## config.mk

```make
export PLATFORM = sky130hd
export DESIGN_NAME = riscv_fetch_unit
export DESIGN_NICKNAME = d
export VERILOG_FILES = /design/src/rtl/riscv_pkg.sv /design/src/rtl/riscv_sync_fifo.sv /design/src/rtl/riscv_fetch_unit.sv
export SDC_FILE = /design/constraint.sdc
export NUM_CORES = 1
export LEC_CHECK = 0
export CORE_ASPECT_RATIO = 0.6
export CORE_UTILIZATION = 50
export CTS_BUF_LIST = sky130_fd_sc_hd__clkbuf_4 sky130_fd_sc_hd__clkbuf_8
export DETAILED_ROUTE_END_ITERATION = 12
export GPL_TIMING_DRIVEN = 0
export PLACE_DENSITY = 0.83
export SYNTH_ARGS = -nofsm -noshare
export SYNTH_HDL_FRONTEND = slang
export SYNTH_HIERARCHICAL = 1
export SYNTH_SLANG_ARGS = --single-unit
```

## constraint.sdc

```tcl
create_clock -name clk_i -period 3.6 [get_ports clk_i]
set_input_delay 0.54 -clock clk_i [delete_from_list [all_inputs] [get_ports clk_i]]
set_output_delay 0.54 -clock clk_i [all_outputs]
set_load 0.03 [all_outputs]
```

## src/rtl/riscv_pkg.sv

```systemverilog
// Shared types and constants for the instruction-fetch front end.
package riscv_pkg;

   typedef enum logic [1:0] {
      BOOT,
      RUN,
      FLUSH
   } fetch_state_t;

   localparam int INSTR_BYTES = 4;
   localparam int XLEN        = 32;

   // Decode-facing entry for the default 32-bit core.
   typedef struct packed {
      logic [XLEN-1:0] instr;
      logic [XLEN-1:0] pc;
   } fetch_entry_t;

endpackage

```

## src/rtl/riscv_sync_fifo.sv

```systemverilog
// Synchronous FIFO with push/pop/flush. DEPTH must be a power of 2 (pointers wrap naturally).
// Push while full is accepted only together with a pop. Flush wins over push and pop.
module riscv_sync_fifo #(
   parameter int WIDTH = 32,
   parameter int DEPTH = 4
) (
   input  logic                   clk_i,
   input  logic                   rst_i,
   input  logic                   flush_i,
   input  logic                   push_i,
   input  logic [WIDTH-1:0]       data_i,
   input  logic                   pop_i,
   output logic [WIDTH-1:0]       data_o,
   output logic                   full_o,
   output logic                   empty_o,
   output logic [$clog2(DEPTH):0] count_o
);

   localparam int AW = $clog2(DEPTH);

   logic [WIDTH-1:0] mem_q [DEPTH];
   logic [AW-1:0]    wptr_q, wptr_d;
   logic [AW-1:0]    rptr_q, rptr_d;
   logic [AW:0]      count_q, count_d;
   logic             push_en, pop_en;

   assign full_o  = (count_q == (AW+1)'(DEPTH));
   assign empty_o = (count_q == '0);
   assign count_o = count_q;
   assign data_o  = mem_q[rptr_q];
   assign push_en = push_i && (!full_o || pop_i) && !flush_i;
   assign pop_en  = pop_i && !empty_o && !flush_i;

   // Next pointers and occupancy.
   always_comb begin
      wptr_d  = wptr_q;
      rptr_d  = rptr_q;
      count_d = count_q;
      if (flush_i) begin
         wptr_d  = '0;
         rptr_d  = '0;
         count_d = '0;
      end else begin
         if (push_en) wptr_d = wptr_q + AW'(1);
         if (pop_en)  rptr_d = rptr_q + AW'(1);
         count_d = count_q + (AW+1)'(push_en) - (AW+1)'(pop_en);
      end
   end

   // Pointer/count registers.
   always_ff @(posedge clk_i or posedge rst_i) begin
      if (rst_i) begin
         wptr_q  <= '0;
         rptr_q  <= '0;
         count_q <= '0;
      end else begin
         wptr_q  <= wptr_d;
         rptr_q  <= rptr_d;
         count_q <= count_d;
      end
   end

   // Storage; contents are don't-care while empty, so no reset.
   always_ff @(posedge clk_i) begin
      if (push_en) mem_q[wptr_q] <= data_i;
   end

endmodule

```

## src/rtl/riscv_fetch_unit.sv

```systemverilog
// Instruction-fetch front end: credit-limited req/gnt/rvalid fetcher feeding a prefetch FIFO,
// with redirect/flush of in-flight fetches. Optional macro RISCV_FETCH_PERF_EN adds
// fetch_count_o, a count of instructions handed to decode.
module riscv_fetch_unit
   import riscv_pkg::*;
#(
   parameter int                   WORD_SIZE  = 32,
   parameter logic [WORD_SIZE-1:0] RESET_PC   = '0,
   parameter int                   FIFO_DEPTH = 4
) (
   input  logic                 clk_i,
   input  logic                 rst_i,
   output logic                 imem_req_o,
   output logic [WORD_SIZE-1:0] imem_addr_o,
   input  logic                 imem_gnt_i,
   input  logic                 imem_rvalid_i,
   input  logic [WORD_SIZE-1:0] imem_rdata_i,
   input  logic                 redirect_i,
   input  logic [WORD_SIZE-1:0] redirect_pc_i,
   output logic                 instr_valid_o,
   output logic [WORD_SIZE-1:0] instr_o,
   output logic [WORD_SIZE-1:0] instr_pc_o,
   input  logic                 instr_ready_i
`ifdef RISCV_FETCH_PERF_EN
   ,
   output logic [31:0]          fetch_count_o
`endif
);

   localparam int CW = $clog2(FIFO_DEPTH) + 1;

   typedef struct packed {
      logic [WORD_SIZE-1:0] instr;
      logic [WORD_SIZE-1:0] pc;
   } entry_t;

   fetch_state_t         state_q, state_d;
   logic [WORD_SIZE-1:0] fetch_pc_q, fetch_pc_d;
   logic [CW-1:0]        outstanding_q, outstanding_d;
   logic [CW-1:0]        drop_cnt_q, drop_cnt_d;

   logic                 flush, pcq_push, pcq_pop, fifo_push, instr_pop;
   logic                 gnt_ok, rv_ok;
   logic [WORD_SIZE-1:0] pcq_head;
   logic [CW-1:0]        pcq_count, fifo_count;
   logic                 pcq_full, pcq_empty, fifo_full, fifo_empty;
   entry_t               fifo_in, fifo_head;

   // Credit: never have more requests in flight plus buffered than the FIFO can hold.
   assign imem_req_o  = (state_q == RUN) && ((outstanding_q + fifo_count) < CW'(FIFO_DEPTH));
   assign imem_addr_o = fetch_pc_q;
   assign gnt_ok      = imem_req_o && imem_gnt_i;
   assign rv_ok       = imem_rvalid_i && (outstanding_q != '0);

   assign instr_valid_o = !fifo_empty;
   assign instr_o       = instr_valid_o ? fifo_head.instr : '0;
   assign instr_pc_o    = instr_valid_o ? fifo_head.pc : '0;
   assign instr_pop     = instr_valid_o && instr_ready_i;
   assign fifo_in       = '{instr: imem_rdata_i, pc: pcq_head};

   // Next state, fetch PC and in-flight bookkeeping; redirect overrides everything.
   always_comb begin
      state_d       = state_q;
      fetch_pc_d    = fetch_pc_q;
      drop_cnt_d    = drop_cnt_q;
      outstanding_d = outstanding_q + CW'(gnt_ok) - CW'(rv_ok);
      flush         = 1'b0;
      pcq_push      = 1'b0;
      pcq_pop       = 1'b0;
      fifo_push     = 1'b0;
      unique case (state_q)
         BOOT: state_d = RUN;
         RUN: begin
            if (gnt_ok) begin
               pcq_push   = 1'b1;
               fetch_pc_d = fetch_pc_q + WORD_SIZE'(INSTR_BYTES);
            end
            if (rv_ok) begin
               pcq_pop   = 1'b1;
               fifo_push = 1'b1;
            end
         end
         FLUSH: begin
            if (rv_ok) drop_cnt_d = drop_cnt_q - CW'(1);
            if (drop_cnt_d == '0) state_d = RUN;
         end
         default: state_d = BOOT;
      endcase
      if (redirect_i) begin
         // Everything still in flight after this edge belongs to the old path.
         flush      = 1'b1;
         fetch_pc_d = {redirect_pc_i[WORD_SIZE-1:2], 2'b00};
         drop_cnt_d = outstanding_d;
         state_d    = (outstanding_d != '0) ? FLUSH : RUN;
      end
   end

   // State registers.
   always_ff @(posedge clk_i or posedge rst_i) begin
      if (rst_i) begin
         state_q       <= BOOT;
         fetch_pc_q    <= RESET_PC;
         outstanding_q <= '0;
         drop_cnt_q    <= '0;
      end else begin
         state_q       <= state_d;
         fetch_pc_q    <= fetch_pc_d;
         outstanding_q <= outstanding_d;
         drop_cnt_q    <= drop_cnt_d;
      end
   end

   // Addresses of granted, not-yet-returned requests, in issue order.
   riscv_sync_fifo #(.WIDTH(WORD_SIZE), .DEPTH(FIFO_DEPTH)) u_pc_queue (
      .clk_i   (clk_i),
      .rst_i   (rst_i),
      .flush_i (flush),
      .push_i  (pcq_push),
      .data_i  (fetch_pc_q),
      .pop_i   (pcq_pop),
      .data_o  (pcq_head),
      .full_o  (pcq_full),
      .empty_o (pcq_empty),
      .count_o (pcq_count)
   );

   // Prefetch buffer presented to decode.
   riscv_sync_fifo #(.WIDTH($bits(entry_t)), .DEPTH(FIFO_DEPTH)) u_prefetch (
      .clk_i   (clk_i),
      .rst_i   (rst_i),
      .flush_i (flush),
      .push_i  (fifo_push),
      .data_i  (fifo_in),
      .pop_i   (instr_pop),
      .data_o  (fifo_head),
      .full_o  (fifo_full),
      .empty_o (fifo_empty),
      .count_o (fifo_count)
   );

`ifdef RISCV_FETCH_PERF_EN
   logic [31:0] fetch_count_q, fetch_count_d;

   // Delivered-instruction counter; survives redirects.
   always_comb fetch_count_d = fetch_count_q + 32'(instr_pop);

   // Counter register.
   always_ff @(posedge clk_i or posedge rst_i) begin
      if (rst_i) fetch_count_q <= '0;
      else       fetch_count_q <= fetch_count_d;
   end

   assign fetch_count_o = fetch_count_q;
`endif

   // Responses with nothing outstanding are ignored by the logic above.
   a_rvalid_unexpected: assert property (@(posedge clk_i) disable iff (rst_i)
      !(imem_rvalid_i && outstanding_q == '0));
   a_pcq_tracks: assert property (@(posedge clk_i) disable iff (rst_i)
      (state_q == RUN) |-> (pcq_count == outstanding_q));
   a_pcq_push_full: assert property (@(posedge clk_i) disable iff (rst_i)
      !(pcq_push && pcq_full && !flush));
   a_pcq_pop_empty: assert property (@(posedge clk_i) disable iff (rst_i)
      !(pcq_pop && pcq_empty));
   a_fifo_overflow: assert property (@(posedge clk_i) disable iff (rst_i)
      !(fifo_push && fifo_full && !instr_pop && !flush));

endmodule
```

**Word-level counts from Yosys, hierarchy flattened**

Memories as Yosys holds them, arrays and structs flattened.
Index checks and enable logic that the tools add are counted.

- Flip-flop bits (word level): 54
- RAM bits: 384
- Input port bits: 70
- Output and inout bits: 98
- Logic and storage cells: 98
- Memories: 2

Memories:

| name | depth | width | rd ports | clocked after Yosys merged registers in | wr ports | line | text |
|---|---|---|---|---|---|---|---|
| u_prefetch.mem_q | 4 | 64 | 1 | 0 | 1 | riscv_sync_fifo.sv:21 | `logic [WIDTH-1:0] mem_q [DEPTH];` |
| u_pc_queue.mem_q | 4 | 32 | 1 | 0 | 1 | riscv_sync_fifo.sv:21 |  |

- Add/sub/neg operators: 13
- Order comparisons: 1
- Equal/unequal tests: 6
- Muxes and demuxes: 32
- Reductions and logical operators: 34

Operators with widths:

| operator | count |
|---|---|
| two-way mux 32 bit | 5 |
| adder 32 x 3 -> 32 bit (second input constant) | 1 |
| two-way mux 2 bit | 11 |
| two-way mux 3 bit | 6 |
| nonzero test 2 bit | 7 |
| logical AND 1 bit | 12 |
| adder 3 x 1 -> 3 bit | 3 |
| logical NOT 3 bit | 3 |
| two-way mux 1 bit | 9 |
| subtractor 3 x 1 -> 3 bit | 3 |
| adder 2 x 1 -> 2 bit (second input constant) | 4 |
| equality test 3 bit (second input constant) | 2 |
| one-hot mux 2 bit (3 select lines) | 1 |
| nonzero test 3 bit | 2 |
| logical NOT 1 bit | 5 |
| AND reduction 2 bit | 2 |
| adder 3 bit | 1 |
| < comparator 3 bit (second input constant) | 1 |
| inequality test 3 bit (second input constant) | 1 |
| subtractor 3 x 1 -> 3 bit (second input constant) | 1 |
| equality test 2 x 1 -> 1 bit (second input constant) | 1 |
| equality test 2 bit (second input constant) | 1 |
| logical NOT 2 bit | 1 |
| logical OR 1 bit | 2 |
| inequality test 2 bit (second input constant) | 1 |

**Longest topological paths before layout**

Gate-level depths: netlist of run 1.

- Word-level depth: 11
- Mapped depth: 14
- Mapped depth without buffers: 13

**Hierarchy**

Netlist of run 1, hierarchy kept.

By module, submodules not included:

| module | times used | cells an instance | area an instance (um2) | sequential area each (um2) |
|---|---|---|---|---|
| riscv_sync_fifo (u_prefetch) | 1 | 382 | 9,731.8 | 7,862.5 |
| riscv_sync_fifo (u_pc_queue) | 1 | 216 | 5,112.4 | 4,018.9 |
| riscv_fetch_unit | 1 | 337 | 2,723.9 | 950.9 |

**Least setup slack after synthesis of run 1**

Ideal clock, no wire load.

- Kind: register -> register
- Start point: register u_prefetch.count_q[1], in the netlist u_prefetch/count_o[1]
- End point: memory u_prefetch/mem_q[0][0] (netlist bit) (enable)
- Setup time: 429 ps
- Data arrival time: 2,942 ps
- Required time: 3,171 ps
- Slack: 229 ps
- Stages on the path, launching flop included: 7
- Buffers on the path: 1
- Clock period less this slack: 3,371 ps
- Path through: dfrtp_1 -> nor3_1 -> clkbuf_1 -> nor2b_1 -> nor4b_4 -> nor3b_2 -> and2_1

- Longest elaborated chain between the ends: 8
- Elaborated cells between the ends (all ways): 10
- Those cells by class: eq/ne: 1; mux: 2; reduce/logical: 7

Ends and longest elaborated chain:

| item | line | text |
|---|---|---|
| start: declaration | riscv_sync_fifo.sv:24 | `logic [AW:0] count_q, count_d;` |
| start signal: assignment | riscv_sync_fifo.sv:59 | `count_q <= count_d;` |
| logical NOT 3 bit | riscv_sync_fifo.sv:28 | `assign empty_o = (count_q == '0);` |
| named net fifo_empty | riscv_fetch_unit.sv:46 | `logic pcq_full, pcq_empty, fifo_full, fifo_empty;` |
| logical NOT 1 bit | riscv_fetch_unit.sv:55 | `assign instr_valid_o = !fifo_empty;` |
| logical AND 1 bit | riscv_fetch_unit.sv:58 | `assign instr_pop = instr_valid_o && instr_ready_i;` |
| named net instr_pop | riscv_fetch_unit.sv:42 | `logic flush, pcq_push, pcq_pop, fifo_push, instr_pop;` |
| logical OR 1 bit | riscv_sync_fifo.sv:31 | `assign push_en = push_i && (!full_o \|\| pop_i) && !flush_i;` |
| logical AND 1 bit (2 in series) | riscv_sync_fifo.sv:31 |  |
| two-way mux 1 bit | riscv_sync_fifo.sv:65 | `if (push_en) mem_q[wptr_q] <= data_i;` |
| two-way mux 1 bit (not written as such) | riscv_sync_fifo.sv:65 |  |
| end: declaration | riscv_sync_fifo.sv:21 |  |

The timed path passes the listed nets, and every way through them passes these cells.

**Worst setup path after layout of run 1**

- Start point: register u_prefetch.count_q[1], in the netlist u_prefetch/count_o[1]
- End point: output imem_req_o

- Longest elaborated chain between the ends: 3

Ends and longest elaborated chain:

| item | line | text |
|---|---|---|
| adder 3 bit | riscv_fetch_unit.sv:50 | `assign imem_req_o = (state_q == RUN) && ((outstanding_q + fifo_count) < CW'(FIFO_DEPTH));` |
| < comparator 3 bit | riscv_fetch_unit.sv:50 |  |
| logical AND 1 bit | riscv_fetch_unit.sv:50 |  |
| end: declaration | riscv_fetch_unit.sv:13 | `output logic imem_req_o,` |

No other way between the ends.

==> results.sh, run 1 <==
export IMPL_post_place_cells=1570
export IMPL_utilization=0.623
export IMPL_crit_required_ns=3.06
export IMPL_routedWlPerCell_um=22.1
export IMPL_place_port_buffers=163
export IMPL_drt_wl_total_mm=37.1
export IMPL_grt_start_max_net_pins=58
export IMPL_fp_coreArea_sq_mm=0.0341
export IMPL_rsz0062_at_grt="no"
export IMPL_drt_pre_antenna_iters=5
export IMPL_total_leakage_power_nw=6.97
export IMPL_report_final_slew_viol_count=0
export IMPL_num_vias=9470
export IMPL_fmax_mhz=291
export IMPL_viasPerCell=5.64
export IMPL_run_status="finished, final reports clean"
export IMPL_cts_tree="done"
export IMPL_antennaDiodeCount=0
export IMPL_timing_final_crit_period_ns=3.44
export IMPL_p_per_area_mw_per_mm2=531
export IMPL_syn_area_per_cell_sq_um=18.8
export IMPL_worst_setup_path_type="reg -> out"
export IMPL_top_level_ports=168
export IMPL_crit_chain="ha_1 > a31oi_1 > xnor2_2 > clkbuf_4 > buf_2 > nor2_1 > dlygate4sd2_1"
export IMPL_ir_drop_mv=0.327
export IMPL_routed_wl_met2_mm=16.8
export IMPL_place_detailed_hpwl_mm=23.9
export IMPL_worstSkewPairLatency_ns=0.63
export IMPL_ys_warn_count=6
export IMPL_highest_signal_layer="met4"
export IMPL_synth_cells=932
export IMPL_die_width_um=244
export IMPL_critPathMaxStageDelay_ns=0.50
export IMPL_number_of_endpoints_with_negative_hold_slack_in_the_final_report=0
export IMPL_cts_htree_levels=2
export IMPL_cts_buffers_inserted=61
export IMPL_gr_usage_all_layers=0.212
export IMPL_fp_row_count=52
export IMPL_grt_antenna_before_repair=0
export IMPL_detailroute_wirelength_met3_mm=2.86
export IMPL_place_congestion=0.819
export IMPL_worst_setup_start_kind="flip-flop"
export IMPL_grt_ovfl_total=0
export IMPL_crit_path_capture_type="primary output"
export IMPL_dieArea_sq_mm=0.0359
export IMPL_chipHeight_um=147
export IMPL_first_global_vias=9630
export IMPL_holdCritPathClass="in -> async"
export IMPL_final_layout_size_suffix_gt1_frac=0.203
export IMPL_initial_utilization=0.515
export IMPL_drc=0
export IMPL_max_cap_violations=0
export IMPL_cts_root_buffer="sky130_fd_sc_hd__clkbuf_8"
export IMPL_layout_nets=1265
export IMPL_finalSetupViolations=0
export IMPL_crit_path_max_fanout=10
export IMPL_cts_path_max_buffers=3
export IMPL_fin_worst_skew_ns=0.0395
export IMPL_critPathArrivalTime_ns=2.90
export IMPL_numClockSinks=436
export IMPL_wl_met1_mm=16.9
export IMPL_worst_pin_slew_ns=1.01
export IMPL_cpMaxStageDelayCell="sky130_fd_sc_hd__dfrtp_2"
export IMPL_area_growth_synth_to_final_pct=21.1
export IMPL_period_share=0.955
export IMPL_layoutNonFillerInstCount=1680
export IMPL_detail_route_antenna_nets=0
export IMPL_drt_first_iter_violations=866
export IMPL_netlist_area_sq_mm=0.0175
export IMPL_clk_pin_slew_ns=0.07
export IMPL_slew_limit_headroom=0.328
export IMPL_cts_hold_buffers=0
export IMPL_grt_first_pass_wirelength_mm=57.1
-- layer usage --
metal  vias up  global-route usage
met3        57              0.0420
met1      4813               0.328
met4         0              0.0441
li1       4152                   -
met5         -                   0
met2       448               0.317
-- state kept, by name (all words and copies together), names as in the netlist --
register            count
drop_cnt_q              3
imem_addr_o            30
outstanding_q           3
state_q                 2
u_pc_queue/count_o      3
u_pc_queue/mem_q      128
u_pc_queue/rptr_q       2
u_pc_queue/wptr_q       2
u_prefetch/count_o      3
u_prefetch/mem_q      256
u_prefetch/rptr_q       2
u_prefetch/wptr_q       2
-- metrics by stage --
step / instance area, sq um / TNS (ns) / setup WS [ns] / power [mW] / hold WS (ns)
6_report: 21200 / 0 / 0.161 / 11.3 / 0.258
5_1_grt: 21200 / 0 / 0.0302 / 11.7 / 0.268
4_1_cts: 21200 / 0 / 0.00273 / 11.4 / 0.218
3_5_place_dp: 20000 / -55.90 / -0.599 / 7.50 / 0.528
3_3_place_gp: 19800 / -531.69 / -1.75 / 7.44 / 0.487
2_1_floorplan: 17600 / 0 / 0.249 / 6.86 / 0.343
-- where the power goes --
part           internal [mW]  total [mW]  leakage (nW)  switching [mW]
sequential              5.74        5.94          4.11           0.195
combinational          0.612        1.50          2.22           0.891
clock                   2.06        3.85         0.639            1.79
total                   8.41        11.3          6.97            2.88
-- worst max-delay path, delay by kind of cell (launching register included) --
family                   cells  cell delay (ns)
AO/OA/AOI/OAI                1             0.26
AND/OR/NAND/NOR              1             0.11
buffers and inverters        3             0.93
XOR/XNOR                     1             0.20
flip-flops                   1             0.50
adder cells (fa/ha/maj)      1             0.30
-- worst paths after layout --
path | from | to | slack (ns) | depth (start not counted)
worst max-delay path | u_prefetch/count_o[1] | imem_req_o | 0.16 | 7
worst min-delay path | rst_i | u_prefetch/wptr_q[1] | 0.26 | 2
worst max register to register | u_prefetch/count_o[1] | state_q[0] | 0.24 | 13
worst min register to register | state_q[0] | state_q[1] | 0.56 | 1
max in group asynchronous | rst_i | imem_addr_o[2] | 2.58 | 2
min in group clk_i | redirect_pc_i[23] | imem_addr_o[23] | 0.47 | 3
-- cell usage in the layout (no fill, tap or decap), types with 10 or more instances in the layout --
| cell | n |
|---|---|
| sky130_fd_sc_hd__clkbuf_4 | 15 |
| sky130_fd_sc_hd__mux4_2 | 96 |
| sky130_fd_sc_hd__nand3_1 | 15 |
| sky130_fd_sc_hd__nand2_1 | 42 |
| sky130_fd_sc_hd__clkbuf_1 | 14 |
| sky130_fd_sc_hd__nor2_1 | 26 |
| sky130_fd_sc_hd__clkbuf_8 | 67 |
| sky130_fd_sc_hd__xnor2_1 | 20 |
| sky130_fd_sc_hd__conb_1 | 10 |
| sky130_fd_sc_hd__buf_2 | 11 |
| sky130_fd_sc_hd__ha_1 | 17 |
| sky130_fd_sc_hd__clkdlybuf4s50_1 | 162 |
| sky130_fd_sc_hd__clkinv_1 | 20 |
| sky130_fd_sc_hd__xor2_1 | 11 |
| sky130_fd_sc_hd__dfrtp_1 | 51 |
| sky130_fd_sc_hd__nor2b_1 | 72 |
| sky130_fd_sc_hd__o21ai_0 | 26 |
| sky130_fd_sc_hd__edfxtp_1 | 384 |
| sky130_fd_sc_hd__inv_1 | 27 |
| sky130_fd_sc_hd__nand4_1 | 11 |
-- area by class of cell --
type | count | area, sq um
Timing Repair Buffer | 171 | 1800
Sequential cell | 436 | 12800
Multi-Input combinational cell | 430 | 4420
Clock inverter | 29 | 206
Tap cell | 459 | 574
Clock buffer | 80 | 1020
Buffer | 46 | 283
Fill cell | 2392 | 12800
Inverter | 29 | 109
-- repair_timing --
item / in CTS / in global routing
gates cloned: 0 / 0
buffers inserted: 0 / 1
setup endpoints to repair: 341 / 61
pin swaps: 0 / 1
gates resized for setup: 14 / 5
(Power assumes the default switching activity.)
==> run 2: changes to the inputs <==
Settings changed: HOLD_SLACK_MARGIN set to 0.02.
==> results of run 2 <==
Final layout, timing and power as in run 1 (identical DEF).
==> run 3: changes to the inputs <==
Settings changed: CORE_MARGIN set to 3, GPL_ROUTABILITY_DRIVEN set to 1.
==> run 3 against run 2 <==
Count of clock-buffer cells in the layout up 8; routed wire length grew 0.67%; clock skew down 0.0084 ns; first-iteration DRC count decreased by 17%; die area grew 4.4%; final cell count is 0.12% higher; utilization hardly changed; critical path depth down 2; worst setup slack worse by 0.017 ns; register-to-register slack lost 0.02 ns; non-clock buffer count is 3 lower; design area rose by 0.18%.
==> results.sh, run 3 (synthesis gave the netlist of run 1 again) <==
export IMPL_run_status="finished, final reports clean"
export IMPL_detail_route_antenna_nets=0
export IMPL_cts_buffers_inserted=61
export IMPL_routedWlPerCell_um=22.2
export IMPL_largest_register="u_prefetch/mem_q"
export IMPL_die_width_um=248
export IMPL_fmax_mhz=289
export IMPL_total_leakage_power_nw=7.01
export IMPL_cts_htree_levels=2
export IMPL_postCtsSetupBuffers=0
export IMPL_crit_path_capture_type="primary output"
export IMPL_rsz0062_at_grt="no"
export IMPL_dieArea_sq_mm=0.0375
export IMPL_cpMaxStageDelayCell="sky130_fd_sc_hd__clkdlybuf4s50_1"
export IMPL_postLayoutSetupSlackWorst_ns=0.143
export IMPL_fp_coreArea_sq_mm=0.0342
export IMPL_chipHeight_um=151
export IMPL_fp_row_count=52
export IMPL_cts_hold_buffers=0
export IMPL_worst_path_buf_inv=3
export IMPL_layout_nets=1262
export IMPL_crit_chain="buf_2 > buf_2 > mux4_2 > nor2b_1 > clkdlybuf4s50_1"
export IMPL_slew_limit_headroom=0.323
export IMPL_grt_ovfl_total=0
export IMPL_viasPerCell=5.63
export IMPL_layoutNonFillerInstCount=1682
export IMPL_first_global_vias=9780
export IMPL_numClockSinks=436
export IMPL_num_vias=9463
export IMPL_mostFrequentLayoutCell="sky130_fd_sc_hd__edfxtp_1"
export IMPL_crit_path_max_fanout=10
export IMPL_layout_filler_cells=2362
export IMPL_drc=0
export IMPL_grt_first_pass_wirelength_mm=56.8
export IMPL_drt_pre_antenna_iters=5
export IMPL_crit_top_cell="sky130_fd_sc_hd__buf_2"
export IMPL_worstSkewPairLatency_ns=0.63
export IMPL_area_growth_synth_to_final_pct=21.3
export IMPL_p_per_area_mw_per_mm2=537
export IMPL_holdCritPathClass="in -> async"
export IMPL_timing_final_crit_period_ns=3.46
export IMPL_dpl_worst_slack_ns=-0.388
export IMPL_grt_start_max_net_pins=56
export IMPL_drt_first_iter_violations=718
export IMPL_report_final_slew_viol_count=0
export IMPL_gr_usage_all_layers=0.203
export IMPL_worst_pin_slew_ns=1.02
export IMPL_critPathArrivalTime_ns=2.92
export IMPL_top_level_ports=168
export IMPL_critPathMaxStageDelay_ns=0.73
export IMPL_number_of_endpoints_with_negative_hold_slack_in_the_final_report=0
export IMPL_cts_tree="done"
export IMPL_initial_utilization=0.514
export IMPL_place_congestion=0.825
export IMPL_timing_critical_path_max_delay_family="buffers and inverters"
export IMPL_place_port_buffers=163
export IMPL_post_place_cells=1568
export IMPL_finalSetupViolations=0
export IMPL_drt_wl_total_mm=37.4
export IMPL_clk_pin_slew_ns=0.07
export IMPL_ir_drop_mv=0.325
export IMPL_worst_setup_start_kind="flip-flop"
export IMPL_largest_register_ffs=256
export IMPL_mostFrequentLayoutCells="sky130_fd_sc_hd__edfxtp_1 (384), sky130_fd_sc_hd__clkdlybuf4s50_1 (162), sky130_fd_sc_hd__mux4_2 (96)"
export IMPL_place_detailed_hpwl_mm=24.1
export IMPL_cts_root_buffer="sky130_fd_sc_hd__clkbuf_8"
export IMPL_worst_setup_path_type="reg -> out"
export IMPL_period_share=0.960
export IMPL_crit_required_ns=3.06
export IMPL_grt_antenna_before_repair=0
export IMPL_fin_worst_skew_ns=0.0311
export IMPL_final_layout_size_suffix_gt1_frac=0.210
export IMPL_max_cap_violations=0
export IMPL_cts_path_max_buffers=3
## run 3: final cells by class
cell class / count / area [sq um] / share of cell area
flip-flops and latches: 436 / 12800 / 0.603
multi-input cells: 430 / 4430 / 0.208
repair buffers: 168 / 1760 / 0.0827
clock buffers: 88 / 1070 / 0.0501
well taps: 459 / 574 / 0.0270
plain buffers: 46 / 283 / 0.0133
clock inverters: 25 / 228 / 0.0107
inverters: 29 / 109 / 0.00511
diodes: 1 / 2.50 / 0.000118
## run 3: worst register-to-register path: stages, from the launching register on
cell                       delay (ns)
sky130_fd_sc_hd__dfrtp_2         0.50
sky130_fd_sc_hd__ha_1            0.30
sky130_fd_sc_hd__a31oi_1         0.26
sky130_fd_sc_hd__xnor2_2         0.17
sky130_fd_sc_hd__clkbuf_4        0.24
sky130_fd_sc_hd__nor2_4          0.21
sky130_fd_sc_hd__inv_1           0.07
sky130_fd_sc_hd__ha_1            0.27
sky130_fd_sc_hd__inv_1           0.04
sky130_fd_sc_hd__ha_1            0.19
sky130_fd_sc_hd__fa_1            0.51
sky130_fd_sc_hd__o31ai_2         0.36
sky130_fd_sc_hd__nand3_1         0.13
sky130_fd_sc_hd__nand2_1         0.09
## run 3: path summary, 6_finish.rpt
path / from / to / slack (ns) / cells after the start
max: u_prefetch/rptr_q[1] / instr_pc_o[23] / 0.14 / 5
min: rst_i / u_pc_queue/wptr_q[1] / 0.30 / 2
max reg2reg: u_prefetch/count_o[1] / state_q[0] / 0.22 / 13
min reg2reg: state_q[0] / state_q[1] / 0.52 / 1
max in group asynchronous: rst_i / imem_addr_o[28] / 2.50 / 2
min in group clk_i: redirect_pc_i[9] / imem_addr_o[9] / 0.48 / 3
## run 3: repair_timing
action	in CTS	in global routing
endpoints found under the hold margin	0	0
setup endpoints to repair	222	14
gates resized for setup	14	7
## run 3: metrics by stage
stage	TNS [ns]	instance area, sq um	power, mW	util	hold slack, ns
6_report	0	21300	11.4	0.623	0.301
5_1_grt	0	21300	11.9	0.623	0.319
4_1_cts	0	21300	11.5	0.623	0.272
3_5_place_dp	-24.42	19900	7.50	0.584	0.510
3_3_place_gp	-531.69	19800	7.44	0.579	0.491
2_1_floorplan	0	17600	6.86	-	0.343
## run 3: metal layers
layer	vias up	GRT usage	routed length [um]
met1	4846	0.297	16200
li1	4140	-	-
met5	-	0	0
met3	58	0.0418	3320
met2	419	0.318	17400
met4	0	0.0475	493
## run 3: power by group
part / switching, mW / internal, mW / total (mW)
registers: 0.195 / 5.75 / 5.94
logic: 0.889 / 0.610 / 1.50
clock network: 1.80 / 2.20 / 4.00
